===== config.mk =====
export PLATFORM = sky130hd
export DESIGN_NAME = lsu
export DESIGN_NICKNAME = d
export VERILOG_FILES = /design/src/rtl/lsu_pkg.sv /design/src/rtl/lsu_load_align.sv /design/src/rtl/lsu.sv
export SDC_FILE = /design/constraint.sdc
export NUM_CORES = 1
export LEC_CHECK = 0
export BUFFER_PORTS_ARGS = -buffer_cell sky130_fd_sc_hd__buf_2
export CORE_MARGIN = 2
export CORE_UTILIZATION = 35
export DETAILED_ROUTE_END_ITERATION = 10
export SLEW_MARGIN = 5
export SYNTH_ARGS = -nofsm -noshare
export SYNTH_HDL_FRONTEND = slang
export SYNTH_HIERARCHICAL = 1
export SYNTH_SLANG_ARGS = --single-unit

===== constraint.sdc =====
create_clock -name clk -period 3.5 [get_ports clk]
set_input_delay 0.35 -clock clk [delete_from_list [all_inputs] [get_ports clk]]
set_output_delay 0.35 -clock clk [all_outputs]
set_load 0.02 [all_outputs]

===== src/rtl/lsu_pkg.sv =====
// ============================================================================
// Module : lsu_pkg
// Purpose: Shared definitions for the load/store unit. Holds the opcode
//          constants, the funct3 load/store encodings, the LSU state encoding,
//          the default bus timeout, and small helpers for byte-lane enables
//          and store-data replication.
// Ports  : none (package)
// Rev    : 1.0  initial release
// ============================================================================
`default_nettype none

package lsu_pkg;

  // Major opcodes
  localparam logic [6:0] OPC_LOAD  = 7'b0000011;
  localparam logic [6:0] OPC_STORE = 7'b0100011;
  localparam logic [6:0] OPC_OP    = 7'b0110011;

  // funct3 load encodings
  localparam logic [2:0] F3_LB  = 3'd0;
  localparam logic [2:0] F3_LH  = 3'd1;
  localparam logic [2:0] F3_LW  = 3'd2;
  localparam logic [2:0] F3_LBU = 3'd4;
  localparam logic [2:0] F3_LHU = 3'd5;

  // funct3 store encodings
  localparam logic [2:0] F3_SB  = 3'd0;
  localparam logic [2:0] F3_SH  = 3'd1;
  localparam logic [2:0] F3_SW  = 3'd2;

  // Default number of cycles to wait for a bus acknowledge
  localparam int LSU_BUS_TIMEOUT = 16;

  typedef enum logic {
    ST_IDLE = 1'b0,
    ST_WAIT = 1'b1
  } lsu_state_t;

  // Access size comes from funct3[1:0]: 00 byte, 01 half, anything else word.
  function automatic logic [3:0] lane_be(input logic [1:0] size, input logic [1:0] a);
    case (size)
      2'b00:   return 4'b0001 << a;
      2'b01:   return 4'b0011 << a;
      default: return 4'b1111;
    endcase
  endfunction

  // Replicate store data so every lane the byte enables may select is valid.
  function automatic logic [31:0] lane_wdata(input logic [1:0] size, input logic [31:0] d);
    case (size)
      2'b00:   return {4{d[7:0]}};
      2'b01:   return {2{d[15:0]}};
      default: return d;
    endcase
  endfunction

endpackage

`default_nettype wire


===== src/rtl/lsu_load_align.sv =====
// ============================================================================
// Module : lsu_load_align
// Purpose: Combinational extraction of load data from a 32-bit bus word.
//          Selects the addressed byte/halfword lane and sign- or zero-extends
//          it according to funct3. Unknown load encodings return zero.
// Ports  : rdata  in  32  word returned by the bus
//          addr   in   2  byte offset within the word
//          funct3 in   3  load encoding
//          result out 32  value written back to the register file
// Rev    : 1.0  initial release
// ============================================================================
`default_nettype none

module lsu_load_align
  import lsu_pkg::*;
(
  input  logic [31:0] rdata,
  input  logic [1:0]  addr,
  input  logic [2:0]  funct3,
  output logic [31:0] result
);

  logic [31:0] shifted;

  always_comb begin
    // Bring the addressed lane down to bit 0; words are always at offset 0.
    shifted = rdata >> {addr, 3'b000};
    case (funct3)
      F3_LB:   result = {{24{shifted[7]}}, shifted[7:0]};
      F3_LH:   result = {{16{shifted[15]}}, shifted[15:0]};
      F3_LW:   result = shifted;
      F3_LBU:  result = {24'd0, shifted[7:0]};
      F3_LHU:  result = {16'd0, shifted[15:0]};
      default: result = 32'd0;
    endcase
  end

endmodule

`default_nettype wire


===== src/rtl/lsu.sv =====
// ============================================================================
// Module : lsu
// Purpose: Load/store unit between the execute stage and a simple req/ack bus.
//          Issues the bus request combinationally in IDLE, waits in WAIT for
//          the acknowledge (with a timeout), generates byte enables and
//          replicated store data, aligns load data, and registers the
//          write-back with one cycle of latency.
// Config : LSU_MISALIGN_TRAP_EN - when defined, misaligned half/word accesses
//          raise misalign_o instead of a bus access; when undefined the low
//          address bits are masked to natural alignment.
// Ports  : clk, arst_n                 clock, async active-low reset
//          inst_i, mem_*_i, reg_w_*_i  execute-stage request
//          bus_*_o / bus_*_i           memory bus
//          reg_w_*_o                   registered write-back
//          hold_o                      pipeline stall request
//          bus_err_o, misalign_o       one-cycle error pulses
// Rev    : 1.0  initial release
// ============================================================================
`default_nettype none

module lsu
  import lsu_pkg::*;
#(
  parameter int BUS_TIMEOUT = LSU_BUS_TIMEOUT
) (
  input  logic        clk,
  input  logic        arst_n,
  input  logic [31:0] inst_i,
  input  logic        mem_r_ena_i,
  input  logic        mem_w_ena_i,
  input  logic [31:0] mem_r_addr_i,
  input  logic [31:0] mem_w_addr_i,
  input  logic [31:0] mem_w_data_i,
  input  logic        reg_w_ena_i,
  input  logic [4:0]  reg_w_addr_i,
  input  logic [31:0] reg_w_data_i,
  output logic        bus_req_o,
  output logic        bus_we_o,
  output logic [31:0] bus_addr_o,
  output logic [31:0] bus_wdata_o,
  output logic [3:0]  bus_be_o,
  input  logic        bus_ack_i,
  input  logic [31:0] bus_rdata_i,
  output logic        reg_w_ena_o,
  output logic [4:0]  reg_w_addr_o,
  output logic [31:0] reg_w_data_o,
  output logic        hold_o,
  output logic        bus_err_o,
  output logic        misalign_o
);

  localparam int               CNT_W   = $clog2(BUS_TIMEOUT);
  // The request cycle in IDLE counts toward the budget, so WAIT lasts
  // BUS_TIMEOUT-1 cycles: counter values 0 .. BUS_TIMEOUT-2.
  localparam logic [CNT_W-1:0] TO_LAST = CNT_W'(BUS_TIMEOUT - 2);

  lsu_state_t       state, state_nxt;
  logic [CNT_W-1:0] tmo_cnt;

  logic [2:0]  funct3;
  logic [1:0]  size;
  logic        is_store;
  logic        access;
  logic [31:0] req_addr;
  logic [1:0]  raw_a;
  logic [1:0]  lane_a;
  logic        misaligned;
  logic        new_req;
  logic [31:0] new_addr;
  logic [31:0] new_wdata;
  logic [3:0]  new_be;

  // Request captured while in IDLE and replayed unchanged throughout WAIT
  logic        lat_we;
  logic [31:0] lat_addr;
  logic [31:0] lat_wdata;
  logic [3:0]  lat_be;
  logic [2:0]  lat_funct3;
  logic [1:0]  lat_a;
  logic [4:0]  lat_rd;
  logic        lat_rd_ena;

  logic        in_wait;
  logic        cur_we;
  logic [2:0]  cur_funct3;
  logic [1:0]  cur_a;
  logic [4:0]  cur_rd;
  logic        cur_rd_ena;
  logic        ack_ok;
  logic        timeout;
  logic [31:0] load_data;

  logic        unused_bits;
  assign unused_bits = ^{inst_i[31:15], inst_i[11:0]};

  // ---------------------------------------------------------------- request
  assign funct3   = inst_i[14:12];
  assign size     = funct3[1:0];
  assign is_store = mem_w_ena_i;            // store wins when both are set
  // Gating with reset keeps the bus quiet while reset is held.
  assign access   = arst_n & (mem_r_ena_i | mem_w_ena_i);
  assign req_addr = is_store ? mem_w_addr_i : mem_r_addr_i;
  assign raw_a    = req_addr[1:0];

`ifdef LSU_MISALIGN_TRAP_EN
  assign misaligned = ((size == 2'b01) & raw_a[0]) | (size[1] & (raw_a != 2'b00));
  assign lane_a     = raw_a;
`else
  assign misaligned = 1'b0;
  assign lane_a     = (size == 2'b00) ? raw_a :
                      (size == 2'b01) ? {raw_a[1], 1'b0} : 2'b00;
`endif

  assign new_req   = access & ~misaligned;
  assign new_addr  = {req_addr[31:2], 2'b00};
  assign new_be    = lane_be(size, lane_a);
  assign new_wdata = lane_wdata(size, mem_w_data_i);

  // ---------------------------------------------------------------- bus side
  assign in_wait     = (state == ST_WAIT);
  assign bus_req_o   = in_wait ? 1'b1       : new_req;
  assign bus_we_o    = in_wait ? lat_we     : is_store;
  assign bus_addr_o  = in_wait ? lat_addr   : new_addr;
  assign bus_wdata_o = in_wait ? lat_wdata  : new_wdata;
  assign bus_be_o    = in_wait ? lat_be     : new_be;

  assign cur_we      = bus_we_o;
  assign cur_funct3  = in_wait ? lat_funct3 : funct3;
  assign cur_a       = in_wait ? lat_a      : lane_a;
  assign cur_rd      = in_wait ? lat_rd     : reg_w_addr_i;
  assign cur_rd_ena  = in_wait ? lat_rd_ena : reg_w_ena_i;

  // An acknowledge only counts while a request is outstanding.
  assign ack_ok  = bus_req_o & bus_ack_i;
  assign hold_o  = bus_req_o & ~bus_ack_i;
  assign timeout = in_wait & ~bus_ack_i & (tmo_cnt == TO_LAST);

  lsu_load_align u_load_align (
    .rdata  (bus_rdata_i),
    .addr   (cur_a),
    .funct3 (cur_funct3),
    .result (load_data)
  );

  // ---------------------------------------------------------------- FSM
  always_ff @(posedge clk or negedge arst_n) begin
    if (!arst_n) begin
      state   <= ST_IDLE;
      tmo_cnt <= '0;
    end else begin
      state   <= state_nxt;
      // Held at zero in IDLE, so every entry to WAIT starts a fresh count.
      tmo_cnt <= in_wait ? tmo_cnt + 1'b1 : '0;
    end
  end

  always_comb begin
    state_nxt = state;
    case (state)
      ST_IDLE: if (new_req & ~bus_ack_i)  state_nxt = ST_WAIT;
      ST_WAIT: if (bus_ack_i | timeout)   state_nxt = ST_IDLE;
      default:                            state_nxt = ST_IDLE;
    endcase
  end

  always_ff @(posedge clk or negedge arst_n) begin
    if (!arst_n) begin
      lat_we     <= 1'b0;
      lat_addr   <= '0;
      lat_wdata  <= '0;
      lat_be     <= '0;
      lat_funct3 <= '0;
      lat_a      <= '0;
      lat_rd     <= '0;
      lat_rd_ena <= 1'b0;
    end else if (!in_wait) begin
      lat_we     <= is_store;
      lat_addr   <= new_addr;
      lat_wdata  <= new_wdata;
      lat_be     <= new_be;
      lat_funct3 <= funct3;
      lat_a      <= lane_a;
      lat_rd     <= reg_w_addr_i;
      lat_rd_ena <= reg_w_ena_i;
    end
  end

  // ---------------------------------------------------------------- write-back
  always_ff @(posedge clk or negedge arst_n) begin
    if (!arst_n) begin
      reg_w_ena_o  <= 1'b0;
      reg_w_addr_o <= '0;
      reg_w_data_o <= '0;
      bus_err_o    <= 1'b0;
    end else begin
      bus_err_o <= timeout;
      if (ack_ok & ~cur_we) begin
        reg_w_ena_o  <= cur_rd_ena;
        reg_w_addr_o <= cur_rd;
        reg_w_data_o <= load_data;
      end else if (!in_wait && !access) begin
        reg_w_ena_o  <= reg_w_ena_i;
        reg_w_addr_o <= reg_w_addr_i;
        reg_w_data_o <= reg_w_data_i;
      end else begin
        // Stores, pending accesses, timeouts and traps write nothing back.
        reg_w_ena_o  <= 1'b0;
        reg_w_addr_o <= '0;
        reg_w_data_o <= '0;
      end
    end
  end

`ifdef LSU_MISALIGN_TRAP_EN
  always_ff @(posedge clk or negedge arst_n) begin
    if (!arst_n) misalign_o <= 1'b0;
    else         misalign_o <= ~in_wait & access & misaligned;
  end
`else
  assign misalign_o = 1'b0;
`endif

endmodule

`default_nettype wire


Word-level counts from Yosys, hierarchy flattened --
Cells that the tools add are included.
Storage, ports and cells: input port bits 203, logic and storage cells 66, register bits after elaboration 124
Cells by class: equal/unequal tests 6, shift operators 3, bitwise operators 12, reduce and logical (&&, ||, !) cells 5, add/sub/neg operators 1, multiplexer cells 25
Operators by type and width (count):
- 32-bit two-way mux | 5
- 32-bit case mux with 5 select lines | 1
- 32-bit case mux with 2 select lines | 1
- 32-bit by 5-bit right shift with 32-bit output | 1
- 5-bit two-way mux | 3
- 4-bit two-way mux | 2
- 4-bit case mux with 2 select lines | 1
- 1-bit bitwise AND | 7
- 1-bit two-way mux | 7
- 3-bit equality test (second input constant) | 2
- 2-bit two-way mux | 3
- 4-bit by 1-bit adder with 4-bit output (second input constant) | 1
- 4-bit equality test (second input constant) | 1
- 1-bit by 2-bit << shifter with 4-bit output (first input constant) | 1
- 2-bit by 2-bit << shifter with 4-bit output (first input constant) | 1
- 3-bit by 1-bit equality test with 1-bit output (second input constant) | 1
- 3-bit by 2-bit equality test with 1-bit output (second input constant) | 1
- 3-bit zero test | 1
- 3-bit two-way mux | 1
- 1-bit NOT | 3
- 2-bit by 1-bit equality test with 1-bit output (second input constant) | 1
- 1-bit zero test | 2
- 2-bit zero test | 1
- 1-bit bitwise OR | 2
- 2 further kinds | 2

Depth between registers and ports, before layout --
depth after elaboration 7, depth in mapped cells 13, gate-level depth less buffers 7

Hierarchy --
The synthesis kept the hierarchy.
Modules (own cells, without submodules):
- lsu | area an instance 5202.5 um^2, instances 1, sequential area each 3103.0 um^2, cells each 421
- lsu_load_align | area an instance 803.3 um^2, instances 1, sequential area each 0.0 um^2, cells each 109

Worst setup path after synthesis --
Ideal clock, no wire load.
kind reg-to-reg, from register state, in the netlist in_wait, to register reg_w_data_o[15], arrival time 2.472 ns, path slack 0.907 ns, cell stages (with the launch flop) 11, data required time 3.379 ns, path buffers 5, cell sequence dfrtp_1 -> buf_4 -> buf_4 -> buf_2 -> o41ai_1 -> buf_6 -> buf_2 -> mux2_2 -> o221ai_1 -> nand2_1 -> a22o_1
Between the ends: cells in the longest elaborated chain, start to end 4, elaborated cells on any way between the ends 18
Ends and longest elaborated chain:
- start, declared | line lsu.sv:57 | lsu_state_t state, state_nxt;
- start signal, assigned | line lsu.sv:151 | state <= state_nxt;
- 2-bit two-way mux
- via cur_a[0] | line lsu.sv:86 | logic [1:0] cur_a;
- 32-bit by 5-bit right shift with 32-bit output | line lsu_load_align.sv:27 | shifted = rdata >> {addr, 3'b000};
- 32-bit case mux with 5 select lines | line lsu_load_align.sv:28 | case (funct3)
- via load_data[15] | line lsu.sv:91 | logic [31:0] load_data;
- 32-bit two-way mux | line lsu.sv:197 | if (ack_ok & ~cur_we) begin
- end signal, assigned | line lsu.sv:200 | reg_w_data_o <= load_data;
- end signal, assigned | line lsu.sv:204 | reg_w_data_o <= reg_w_data_i;
- end, declared | line lsu.sv:46 | output logic [31:0] reg_w_data_o,
The timed path passes the listed nets, and every way through them passes these cells.

Worst setup path in the final report --
from register state, in the netlist in_wait, to register reg_w_data_o[31]
Same word-level chain as after synthesis.

==> results by group <==
Status
  – Run status: finished clean

Place
  – I/O Buffers: 283
  – # placed instances: 1002
  – HPWL Detailed: 13120 um
  – GP Congestion: 0.8601

Worst hold path
  – Hold depth: 2
  – Hold/Removal Path Class: in -> reg
  – Hold wc startpoint: reg_w_data_i[19]

Clock tree
  – Clock Path Buffers: 2
  – Worst-skew pair later-pin latency: 0.41 ns
  – Postcts setup bufs: 0
  – Hold_buf cts: 1
  – CTS tree: done
  – Post-CTS resize count: 0
  – Clock edge transition at the registers on the reported setup and hold paths: 0.06 ns
  – TritonCTS Buffers: 17
  – CTS sink count: 124
  – H-Tree Depth: 4
  – Root Driver: clkbuf_16

Synthesis
  – Post-Synth Adder-Cell Area: 0.4167%
  – Synth warn: 6
  – Syn_nets: 735
  – Simple-gate share of the synthesized area: 8.417%
  – Post-Synth XOR/XNOR Area: 0.2917%
  – Seq/Total Area, Yosys: 51.67%
  – Netlist area before placement: 6006 um^2
  – Largest family of logic cells by synthesized area: compound AO/OA/AOI/OAI gates
  – Compound-gate portion of the synthesized area: 17.63%
  – Register bit total from synthesis: 124
  – Post-Synthesis Cells: 530
  – Mux contribution to synthesized area: 17.40%
  – Syn Area/Cell: 11.33 um^2
  – Synth unique cells: 44

STA
  – Worst Clk Skew: 0.008163 ns
  – Final hold viol count: 0
  – RSZ-0062 raised after global routing: false
  – Final min period: 2.758 ns
  – Max-slew headroom: 45.59%
  – Worst-Margin Slew: 0.8074 ns
  – Tcrit/Tclk final: 78.81%
  – Setup violators final: 0
  – Fmax: 362.5 MHz
  – Final-report max-slew violation count: 0
  – Setup_tns: 0 ns

Drt
  – Routed wire length: 17330 um
  – Drt wl/cell: 16.66 um
  – DRC Markers: 0
  – Via count: 5090
  – DR iter-0 viols: 181
  – Pre-antenna DRT Iters: 4
  – Via/cell ratio: 4.894
  – Post-DRT Antenna Nets: 0

Global routing
  – Antenna violations before repair: 4
  – Vias in the first global route: 5339
  – First-pass GRT wire length: 27280 um
  – Global route total overflow: 0
  – Largest net degree at the start of global routing: 63
  – Total GRT Usage: 19.34%

Setup path
  – Reg2reg setup slack: 0.74 ns
  – Critical Path Fanout Max: 20
  – CP max stage cell: o41ai_2
  – Slowest cell delay on critical path: 0.81 ns
  – CP delay by family, top: compound AO/OA/AOI/OAI gates
  – Crit-path cells: o41ai_2, mux2i_1, nand3b_1, o211ai_2, o21ai_1, a22o_1
  – Critical setup path kind: reg -> reg
  – Crit. Startpoint: in_wait$_DFF_PN0_
  – CP Depth: 6
  – CP Launch Type: register
  – Worst Path Required: 3.80 ns
  – Reg2reg path depth: 6
  – R2r startpoint: in_wait$_DFF_PN0_
  – Critical path capture point type: register
  – Worst Path Buf+Inv: 0
  – CP Data Arrival Time: 3.05 ns

Finish
  – Layout cells sized above 1: 44.91%
  – Fill cells: 1606
  – Seq. cell area: 3107 um^2
  – Fin nets: 1007
  – Area of the multi-input gates: 2665 um^2
  – Final non-filler cell total: 1040
  – Syn-to-layout area delta: 36.58%

Power
  – Max IR drop VDD: 0.3042 mV
  – Power per cell area: 531.8 nW/um^2
  – Switching pwr: 1.262 mW
  – Comb pwr share: 21.3%
  – Sequential Power Share: 37.3%
  – Total power: 4.362 mW
  – Sw frac: 28.94%
  – Int Power: 3.100 mW
  – Leak: 4.129 nW
  – Clock power share: 41.5%

Die
  – DIE AREA: 18220 um^2
  – Die Height: 135.0 um
  – Core area: 16700 um^2
  – Ports: 314
  – Row count: 47
  – Horiz. Die Dim: 135.0 um
  – Initial Util: 35.96%

Flow run
  – Max-cap violations: 0
[final timing paths]
kind | end
max | reg_w_data_o[31]$_DFF_PN0_
min | reg_w_data_o[19]$_DFF_PN0_
max reg2reg | reg_w_data_o[31]$_DFF_PN0_
min reg2reg | lat_addr[0]$_DFF_PN0_
max in group asynchronous | lat_wdata[27]$_DFF_PN0_
min in group asynchronous | lat_wdata[3]$_DFF_PN0_
[layout by cell type, fill, tap and decap left out, drive strengths merged, types with 8 or more instances in the layout]
cell    Yosys  routed
nor2        8       8
a21o        8       8
nand2      65      65
a211oi     14      14
o21ai      71      71
mux2i      74      74
dfrtp     124     124
nor2b      15      15
mux2       27      27
a22o       39      39
clkbuf     11      19
buf        30     293
[state kept, by name, indices dropped and copies added (netlist names)]
register	count
lat_rd_ena	1
lat_we	1
in_wait	1
lat_rd	5
lat_addr	32
reg_w_ena_o	1
reg_w_data_o	32
lat_a	2
lat_be	4
reg_w_addr_o	5
bus_err_o	1
lat_funct3	3
lat_wdata	32
tmo_cnt	4
[layer usage]
metal,vias to the layer above,track usage [%],share of wire [%]
met5,-,0,0
met4,0,8.681,2.7
met3,29,5.255,6.5
met2,180,32.83,50
met1,2408,22.96,41
li1,2473,-,-
[power by group through the flow]
stage,Sequential [mW],Clock [mW],Combinational [mW]
6_report,1.63,1.81,0.928
2_1_floorplan,1.69,0,0.529
3_3_place_gp,1.64,0,0.918
4_1_cts,1.63,1.87,0.940
3_5_place_dp,1.65,0,0.936
5_1_grt,1.64,1.93,1.01
[through the flow]
| stage | hold slack [ns] | instance area [um^2] | util (%) | setup WS [ns] |
|---|---|---|---|---|
| after CTS | 0.1392 | 8190 | 49.04 | 0.7454 |
| after global routing | 0.1414 | 8198 | 49.09 | 0.5507 |
| after global placement | 0.2076 | 7561 | 45.27 | 0.8571 |
| after floorplan | 0.05441 | 6006 | - | 0.9073 |
| after detailed placement | 0.2167 | 7561 | 45.27 | 0.7635 |
| final | 0.1586 | 8203 | 49.12 | 0.7416 |
[logic make-up after synthesis]
kind of cell | count (synthesis)
AOI/OAI and AO/OA | 151
xor gates and xnor gates | 2
adders and majority gates | 2
buffers and inverters | 43
DFF | 124
muxes | 101
other | 1
and+or+nand+nor | 106
[synth_stat cells (all sizes together)]
library cell / number / area (um^2)
dfrtp: 124 / 3103
mux2i: 74 / 740.7
o21ai: 71 / 359.1
nand2: 65 / 244.0
a22o: 39 / 341.6
buf: 30 / 198.9
mux2: 27 / 304.0
nor2b: 15 / 93.84
a211oi: 14 / 105.1
clkbuf: 11 / 41.29
a21o: 8 / 60.06
nor2: 8 / 37.54
o2bb2ai: 6 / 52.55
and2: 5 / 31.28
a221o: 4 / 40.04
nand2b: 3 / 26.27
ha: 2 / 25.02
inv: 2 / 7.510
nand3b: 2 / 18.77
nor3b: 2 / 15.01
o21a: 2 / 15.01
or2: 2 / 12.51
a21oi: 1 / 5.000
a311oi: 1 / 26.28
conb: 1 / 3.750
nand3: 1 / 5.000
nand4: 1 / 6.260
nor3: 1 / 5.000
nor4bb: 1 / 10.01
o211a: 1 / 17.52
o211ai: 1 / 12.51
o221ai: 1 / 8.760
o22ai: 1 / 6.260
o41ai: 1 / 8.760
xnor2: 1 / 8.760
xor2: 1 / 8.760
[layout make-up]
cell class	instances	area share (%)
timing repair buffer	294	18.49
multi-input combinational	363	32.49
antenna	5	0.1525
inverter	2	0.09152
clock buffer	19	5.522
clock inverter	13	2.029
tap	220	3.356
sequential	124	37.87
[worst reg2reg max path, cell delays in order, from the launching register on]
cell      delay [ns]
dfrtp_4         0.59
o41ai_2         0.82
mux2i_1         0.44
nand3b_1        0.19
o211ai_2        0.21
o21ai_1         0.17
a22o_1          0.23
(Power assumes the default switching activity.)
